==> config.mk <==
export PLATFORM = sky130hd
export DESIGN_NAME = adsr_env
export DESIGN_NICKNAME = d
export VERILOG_FILES = /design/src/rtl/adsr_env.sv
export SDC_FILE = /design/constraint.sdc
export NUM_CORES = 1
export LEC_CHECK = 0
export CAP_MARGIN = 20
export CORE_ASPECT_RATIO = 0.8
export CORE_MARGIN = 2
export CORE_UTILIZATION = 65
export DETAILED_ROUTE_END_ITERATION = 12
export GPL_ROUTABILITY_DRIVEN = 0
export PLACE_DENSITY_LB_ADDON = 0.15
export SLEW_MARGIN = 20
export SYNTH_ARGS = -nofsm -noshare
export SYNTH_HDL_FRONTEND = slang
export SYNTH_SLANG_ARGS = --single-unit
export TNS_END_PERCENT = 10
==> constraint.sdc <==
create_clock -name CLK -period 11.3 [get_ports CLK]
set_clock_uncertainty 0.15 [all_clocks]
set_input_delay 3.39 -clock CLK [delete_from_list [all_inputs] [get_ports CLK]]
set_output_delay 3.39 -clock CLK [all_outputs]
set_load 0.005 [all_outputs]
==> src/rtl/adsr_env.sv <==
// adsr_env: amplitude envelope stage for the vsynth voice path.
//
// Runs an attack/decay/sustain/release envelope driven by the MIDI gate
// (velocity != 0) and scales the oscillator sample by the current level.
//
// Ports:
//   CLK         system clock (single domain)
//   RST         asynchronous active-high reset
//   CE          clock enable; when low every register holds
//   NOTE_NUM    current note number from the MIDI parser
//   NOTE_VEL    current velocity; 0 means note off
//   SAMPLE_IN   oscillator sample, offset binary (128 = zero)
//   SAMPLE_OUT  enveloped sample, offset binary, 2 CE clocks after SAMPLE_IN
//   ENV_LEVEL   current envelope level 0..255
//   ENV_STATE   IDLE=0 ATTACK=1 DECAY=2 SUSTAIN=3 RELEASE=4
//   BUSY        high whenever ENV_STATE != IDLE
//
// There is no handshake: SAMPLE_IN is taken every CE clock and SAMPLE_OUT
// is a continuously valid registered stream.
module adsr_env #(
  parameter int unsigned TICK_DIV    = 50000,
  parameter int unsigned ATTACK_INC  = 8,
  parameter int unsigned DECAY_DEC   = 2,
  parameter int unsigned SUSTAIN_LVL = 192,
  parameter int unsigned RELEASE_DEC = 1
) (
  input  logic       CLK,
  input  logic       RST,
  input  logic       CE,
  input  logic [6:0] NOTE_NUM,
  input  logic [6:0] NOTE_VEL,
  input  logic [7:0] SAMPLE_IN,
  output logic [7:0] SAMPLE_OUT,
  output logic [7:0] ENV_LEVEL,
  output logic [2:0] ENV_STATE,
  output logic       BUSY
);

  typedef enum logic [2:0] {
    ST_IDLE    = 3'd0,
    ST_ATTACK  = 3'd1,
    ST_DECAY   = 3'd2,
    ST_SUSTAIN = 3'd3,
    ST_RELEASE = 3'd4
  } state_t;

  localparam int unsigned CW = (TICK_DIV > 1) ? $clog2(TICK_DIV) : 1;
  localparam logic [CW-1:0] TICK_LAST = CW'(TICK_DIV - 1);
  localparam logic [8:0] ATK9 = 9'(ATTACK_INC);
  localparam logic [8:0] DEC9 = 9'(DECAY_DEC);
  localparam logic [8:0] REL9 = 9'(RELEASE_DEC);
  localparam logic [7:0] SUS8 = 8'(SUSTAIN_LVL);

  // Registers
  logic [CW-1:0]      cnt_q, cnt_d;
  logic               gate_q;
  logic [6:0]         note_q;
  state_t             state_q, state_d;
  logic [7:0]         level_q, level_d;
  logic signed [17:0] prod_q, prod_d;
  logic [7:0]         out_q, out_d;

  // Event decode
  logic gate, tick, gate_rise, gate_fall, retrig;
  logic [8:0] add9, dec9, rel9;

  assign gate      = (NOTE_VEL != 7'd0);
  assign tick      = (cnt_q == TICK_LAST);
  assign gate_rise = gate & ~gate_q;
  assign gate_fall = ~gate & gate_q;
  assign retrig    = gate & gate_q & (NOTE_NUM != note_q) & (state_q != ST_IDLE);

  // Free-running step counter; gate activity never restarts it.
  assign cnt_d = tick ? '0 : cnt_q + 1'b1;

  // 9-bit arithmetic: bit 8 is carry (attack) or borrow (decay/release),
  // which makes saturation exact.
  assign add9 = {1'b0, level_q} + ATK9;
  assign dec9 = {1'b0, level_q} - DEC9;
  assign rel9 = {1'b0, level_q} - REL9;

  always_comb begin
    state_d = state_q;
    level_d = level_q;
    // Gate events win over level stepping on the same edge; a fall beats a
    // simultaneous note change.
    if (gate_fall && (state_q != ST_IDLE)) begin
      state_d = ST_RELEASE;
    end else if (gate_rise || retrig) begin
      // Attack restarts from the current level so there is no click.
      state_d = ST_ATTACK;
    end else if (tick) begin
      case (state_q)
        ST_ATTACK: begin
          if (add9 >= 9'd255) begin
            level_d = 8'd255;
            state_d = ST_DECAY;
          end else begin
            level_d = add9[7:0];
          end
        end
        ST_DECAY: begin
          if (dec9[8] || (dec9[7:0] <= SUS8)) begin
            level_d = SUS8;
            state_d = ST_SUSTAIN;
          end else begin
            level_d = dec9[7:0];
          end
        end
        ST_RELEASE: begin
          if (rel9[8] || (rel9[7:0] == 8'd0)) begin
            level_d = 8'd0;
            state_d = ST_IDLE;
          end else begin
            level_d = rel9[7:0];
          end
        end
        ST_SUSTAIN: level_d = level_q;
        default:    level_d = 8'd0;
      endcase
    end
  end

  // Scaling pipeline. Stage 1 uses the level registered at the same edge.
  logic signed [8:0] s9, lvl9;
  assign s9   = $signed({1'b0, SAMPLE_IN}) - 9'sd128;
  assign lvl9 = $signed({1'b0, level_q});
  // |product| <= 128*255, so 18 bits hold it without overflow.
  assign prod_d = 18'(s9) * 18'(lvl9);
  // prod_q[15:8] equals (prod_q >>> 8) truncated to 8 bits; the shifted value
  // lies in -128..126, so adding 128 modulo 256 gives the offset-binary result.
  assign out_d = prod_q[15:8] + 8'd128;

  logic prod_unused;
  assign prod_unused = ^{prod_q[17:16], prod_q[7:0]};

  always_ff @(posedge CLK or posedge RST) begin
    if (RST) begin
      cnt_q   <= '0;
      gate_q  <= 1'b0;
      note_q  <= 7'd0;
      state_q <= ST_IDLE;
      level_q <= 8'd0;
      prod_q  <= '0;
      out_q   <= 8'd128;
    end else if (CE) begin
      cnt_q   <= cnt_d;
      gate_q  <= gate;
      note_q  <= NOTE_NUM;
      state_q <= state_d;
      level_q <= level_d;
      prod_q  <= prod_d;
      out_q   <= out_d;
    end
  end

  assign SAMPLE_OUT = out_q;
  assign ENV_LEVEL  = level_q;
  assign ENV_STATE  = state_q;
  assign BUSY       = (state_q != ST_IDLE);

endmodule

==> metrics.yaml, run 1 <==
layout:
  drive_gt1_share_pct: 7.00
  multiInputGateArea_sq_um: 3680
  synthToLayoutAreaGrowth_pct: 11.7
  nets: 728
  layoutNonFillerInstCount: 722
  diodes: 0
  regArea_sq_um: 1280
  nFillCells: 591
clock_network:
  cts_resized: 0
  numCtsBuffers: 5
  hold_buffers: 0
  clock_latency_ns: 0.31
  path_clk_slew_ns: 0.09
  ctsLongestPathBuffers: 2
  cts_tree: "yes"
  htree_levels: 2
  cts-root-buf: "clkbuf_8"
  clock-sinks: 51
  post_cts_buffers: 0
yosys:
  synth_edf_count: 0
  synth_common_cells: "inv_1, fa_1, dfrtp_1, nand2_1, and2_1"
  synthDistinctLibCells: 61
  ys_seq_area_share_pct: 23.7
  async_flop_share_pct: 100
  synth_top_area_share_pct: 23.3
  synthTopCellsByArea: "dfrtp_1, fa_1, ha_1"
  synth_seq_cells: 51
  syn_nets: 694
  syn_area_sq_um: 5380
  synth_cells: 579
  ys.warnings.count: 0
  synthFlopType: "dfrtp_1"
  syn_avg_cell_area_sq_um: 9.29
  yosysMostFrequentCell: "inv_1"
  synth_area_leader_cell: "dfrtp_1"
sta:
  max_freq_ghz: 0.123
  hold-worst-slack_ns: 0.269
  report.final.slew_viol_count: 0
  setup_tns_ns: 0
  rsz0062_at_grt: "no"
  tightest_slew_ns: 0.862
  period_needed_ns: 8.16
  setup_viol: 0
  hold_viol_final: 0
  timing.slew.headroom_pct: 41.8
  finalCritPeriodShare_pct: 72.2
critical_path:
  end_kind: "flop"
  r2r-start: "ENV_LEVEL[4]"
  worstSetupPathType: "input port to flop"
  startpoint_type: "input port"
  critPathLaunch: "SAMPLE_IN[3]"
  required_ns: 11.35
  cp_max_fo: 8
  arrival_ns: 8.20
status:
  status: "finished, final reports clean"
global_routing:
  gr-total-overflow: 0
  antenna_found_initial: 0
  grt_pass1_wl_um: 20700
  grt_pass1_vias: 4362
  track_usage_pct: 28.3
  grt_max_degree: 52
placement:
  dp.cells: 714
  dp_hpwl_um: 8910
  io_buffers: 44
detailed_routing:
  routed_wl_um: 11800
  dr.first_iter.drc_count: 230
  wl_met3_um: 769
  m1WireLength_um: 5420
  vias: 4264
  dr.max_layer_used: "met4"
  wl_per_cell_um: 16.3
  post_drt_via_cell_ratio: 5.91
  drc: 0
  wl_met2_um: 5460
  drtAntennaViolNets: 0
  drtPass1Iterations: 5
floorplanning:
  die-area_sq_um: 9030
  ios: 45
  die_y_um: 85.4
  start_util_pct: 67.4
  rows: 29
  dieWidth_um: 106
  core_area_sq_um: 7980
power:
  leakagePower_nw: 2.78
  peakVddDrop_mv: 0.122
  powerDensity_nw_per_um2: 134
hold_path:
  min_from: "prod_q[15]"
  hp-class: "flop to flop"
job:
  cap_violations: 0
-- flip-flops by register name (all words and copies together), names as in the netlist --
register and cells:
cnt_q 16, ENV_LEVEL 8, SAMPLE_OUT 8, prod_q 8, note_q 7, ENV_STATE 3
gate_q 1
-- stage by stage --
stage,area (sq um),power (mW),setup slack (ns),utilization [%]
final,6010,0.807,3.14,75.3
after floorplan,5380,0.558,3.83,-
after global routing,6010,0.884,2.85,75.3
after CTS,6010,0.809,3.20,75.3
after detailed placement,5900,0.677,2.87,73.9
after global placement,5900,0.656,3.01,73.9
-- final cells by class --
class                      count  area share [%]
inverter                      93            5.81
multi-input combinational    416            61.3
tap                          108            2.25
timing repair buffer          46            7.58
clock inverter                 2           0.645
clock buffer                   6            1.21
sequential                    51            21.3
-- layout by cell type (no fill, tap or decap), types with 6 or more instances in the layout --
cell type,instances
a21oi_1,19
and2_1,42
clkdlybuf4s50_1,44
dfrtp_1,50
fa_1,51
ha_1,39
inv_1,92
mux2_2,19
nand2_1,46
nand2b_1,9
nand3_1,12
nand4_1,6
nor2_1,23
nor4_1,6
o211ai_1,6
o21ai_0,17
or3_1,7
xnor2_1,17
xor2_1,21
-- report_power, final --
| part | switching [mW] | internal (mW) |
|---|---|---|
| Sequential | 0.0340 | 0.227 |
| Combinational | 0.214 | 0.202 |
| Clock | 0.0632 | 0.0670 |
| Total | 0.311 | 0.496 |
-- metal layers --
layer  vias up  GRT usage [%]
li1       1986              -
met1      2093           41.5
met2       166           46.0
met3        19           3.69
met4         0           5.38
met5         -              0
-- logic make-up (layout without fill, tap and decap cells) --
group / Yosys count / count (layout) / share of synthesized area, %
AO/OA/AOI/OAI: 86 / 86 / 11.1
XOR/XNOR: 38 / 38 / 6.19
multiplexers: 22 / 22 / 4.63
AND/OR/NAND/NOR: 180 / 180 / 18.5
flip-flops: 51 / 51 / 23.7
buffers and inverters: 112 / 147 / 7.81
adder cells (fa/ha/maj): 90 / 90 / 28.0
-- worst max-delay path: stages --
cell and delay (ns):
clkdlybuf4s50_1 0.63, nand2_1 0.14, fa_1 0.58, inv_1 0.06, fa_1 0.45, ha_1 0.28
inv_1 0.05, fa_1 0.53, inv_1 0.04, ha_1 0.26, nand4b_1 0.13, o41ai_1 0.79
a311oi_1 0.20, o31ai_1 0.30, xor2_1 0.10, mux2_2 0.27
-- final timing paths --
| path | depth (start not counted) | slack (ns) | endpoint |
|---|---|---|---|
| setup / recovery | 16 | 3.14 | prod_q[13] |
| hold / removal | 1 | 0.27 | SAMPLE_OUT[7] |
| setup reg to reg | 17 | 6.04 | prod_q[14] |
| hold reg to reg | 1 | 0.27 | SAMPLE_OUT[7] |
| max in group asynchronous | 3 | 7.16 | note_q[4] |
| min in group asynchronous | 3 | 3.41 | ENV_STATE[2] |
Note: power is estimated with default switching activity, not from simulation.
==> run 2, diff against run 1 <==
--- a/config.mk
+++ b/config.mk
@@ -8,7 +8,7 @@
 export CAP_MARGIN = 20
 export CORE_ASPECT_RATIO = 0.8
 export CORE_MARGIN = 2
-export CORE_UTILIZATION = 65
+export CORE_UTILIZATION = 60
 export DETAILED_ROUTE_END_ITERATION = 12
 export GPL_ROUTABILITY_DRIVEN = 0
 export PLACE_DENSITY_LB_ADDON = 0.15
==> constraint.sdc (replaced) <==
create_clock -name CLK -period 8.05 [get_ports CLK]
set_clock_uncertainty 0.15 [all_clocks]
set_input_delay 2.415 -clock CLK [delete_from_list [all_inputs] [get_ports CLK]]
set_output_delay 2.415 -clock CLK [all_outputs]
set_load 0.005 [all_outputs]
==> metrics.yaml, run 2 (synthesis results as in run 1) <==
status:
  status: "finished, final reports clean"
global_routing:
  grt_pass1_vias: 4169
  track_usage_pct: 25.9
  antenna_found_initial: 0
  gr-total-overflow: 0
  grt_pass1_wl_um: 19800
  grt_max_degree: 52
layout:
  drive_gt1_share_pct: 7.17
  nFillCells: 709
  final_common_cell: "inv_1"
  utilization_pct: 69.8
  layoutNonFillerInstCount: 726
  largest_reg_flops: 16
  synthToLayoutAreaGrowth_pct: 11.4
  final_cell_mix: "inv_1, fa_1, dfrtp_1, nand2_1, clkdlybuf4s50_1"
  design_area_sq_um: 6000
  diodes: 0
  largest_register: "cnt_q"
  nets: 728
critical_path:
  r2r-start: "ENV_LEVEL[2]"
  startpoint_type: "input port"
  required_ns: 8.11
  critPathLaunch: "SAMPLE_IN[3]"
  slowest_stage: "o41ai_1"
  worstRegToRegCells: 15
  end_kind: "flop"
  r2r-end: "prod_q[14]"
  crit_end: "prod_q[14]"
  r2r_slack_ns: 2.68
  crit_chain: "clkdlybuf4s50_1 -> nand2_1 -> fa_1 -> inv_1 -> fa_1 -> ha_1 -> inv_1 -> fa_1 -> inv_1 -> ha_1 -> nand4b_1 -> o41ai_1 -> nand4_1 -> a21boi_0 -> a31oi_1 -> mux2_2"
  worstSetupPathType: "input port to flop"
  critical_path_depth: 16
  critPathMaxStageDelay_ns: 0.84
  path_delay_family: "adder cells"
  cp_num_buf_inv: 4
  arrival_ns: 7.31
  cp_max_fo: 8
placement:
  dp_hpwl_um: 8870
  io_buffers: 44
  dp.cells: 718
  placed_area_sq_um: 5900
sta:
  tightest_slew_ns: 0.928
  setup_viol: 0
  rsz0062_at_grt: "no"
  timing.slew.headroom_pct: 37.3
  report.final.slew_viol_count: 0
  period_needed_ns: 7.25
  max_freq_ghz: 0.138
  finalCritPeriodShare_pct: 90.1
  hold_viol_final: 0
  setup_tns_ns: 0
floorplanning:
  die-area_sq_um: 9740
  ios: 45
  die_y_um: 88.7
  start_util_pct: 62.6
  dieWidth_um: 110
  core_area_sq_um: 8600
  rows: 30
power:
  peakVddDrop_mv: 0.184
  leakagePower_nw: 2.78
  p_total_mw: 1.10
  powerDensity_nw_per_um2: 183
detailed_routing:
  drtPass1Iterations: 7
  routed_wl_um: 11400
  wl_per_cell_um: 15.7
  dr.first_iter.drc_count: 268
  drtAntennaViolNets: 0
  vias: 4212
  post_drt_via_cell_ratio: 5.80
  drc: 0
clock_network:
  clock_latency_ns: 0.31
  cts_resized: 0
  numCtsBuffers: 5
  post_cts_buffers: 0
  hold_buffers: 0
  clock-sinks: 51
  ctsLongestPathBuffers: 2
  cts-root-buf: "clkbuf_8"
  path_clk_slew_ns: 0.10
  cts_tree: "yes"
  htree_levels: 2
job:
  cap_violations: 0
hold_path:
  hp-class: "flop to flop"
run 2: cell count changes in the layout (fill, tap and decap cells not counted):
cell       previous run  this run
clkinv_2              0         1
clkbuf_1              1         0
clkinv_4              0         1
bufinv_16             1         0
run 2: final cells by class:
cell class / instances / area [sq um] / share of cell area (%)
tap: 112 / 140 / 2.34
timing repair buffer: 46 / 455 / 7.60
inverter: 93 / 349 / 5.82
clock inverter: 3 / 22.5 / 0.376
clock buffer: 5 / 68.8 / 1.15
sequential: 51 / 1280 / 21.3
multi-input combinational: 416 / 3680 / 61.4
run 2: worst min path at each step:
stage,slack (ns),cells after the start,end,start
after floorplan,0.24,1,SAMPLE_OUT[7],prod_q[15]
after global placement,0.25,1,SAMPLE_OUT[7],prod_q[15]
after detailed placement,0.26,1,SAMPLE_OUT[7],prod_q[15]
after CTS,0.27,1,SAMPLE_OUT[7],prod_q[15]
after global routing,0.31,1,SAMPLE_OUT[7],prod_q[15]
final,0.28,1,SAMPLE_OUT[7],prod_q[15]
run 2: metrics by stage:
stage | worst slack, ns | hold slack [ns]
floorplan | 1.55 | 0.237
global placement | 0.717 | 0.252
detailed placement | 0.531 | 0.265
CTS | 0.851 | 0.275
global route | 0.557 | 0.309
finish | 0.795 | 0.275
run 2: power by group:
group          switching (mW)  internal, mW  leakage [nW]  total, mW
clock                  0.0905        0.0624        0.0485      0.153
combinational           0.298         0.284          2.12      0.582
sequential             0.0449         0.319         0.611      0.364
total                   0.433         0.665          2.78       1.10
run 2: per-layer routing:
layer | track usage, % | up-vias | part of all wire (%)
met3 | 3.31 | 11 | 6.2
met5 | 0 | - | 0
met4 | 4.72 | 0 | 0.89
met1 | 38.1 | 2088 | 47
li1 | - | 1984 | -
met2 | 41.9 | 129 | 46
==> run 3, diff against run 2 <==
--- a/config.mk
+++ b/config.mk
@@ -9,6 +9,7 @@
 export CORE_ASPECT_RATIO = 0.8
 export CORE_MARGIN = 2
 export CORE_UTILIZATION = 60
+export CTS_CLUSTER_SIZE = 10
 export DETAILED_ROUTE_END_ITERATION = 12
 export GPL_ROUTABILITY_DRIVEN = 0
 export PLACE_DENSITY_LB_ADDON = 0.15
==> results of run 3 <==
Final layout, timing and power as in run 2 (identical DEF).
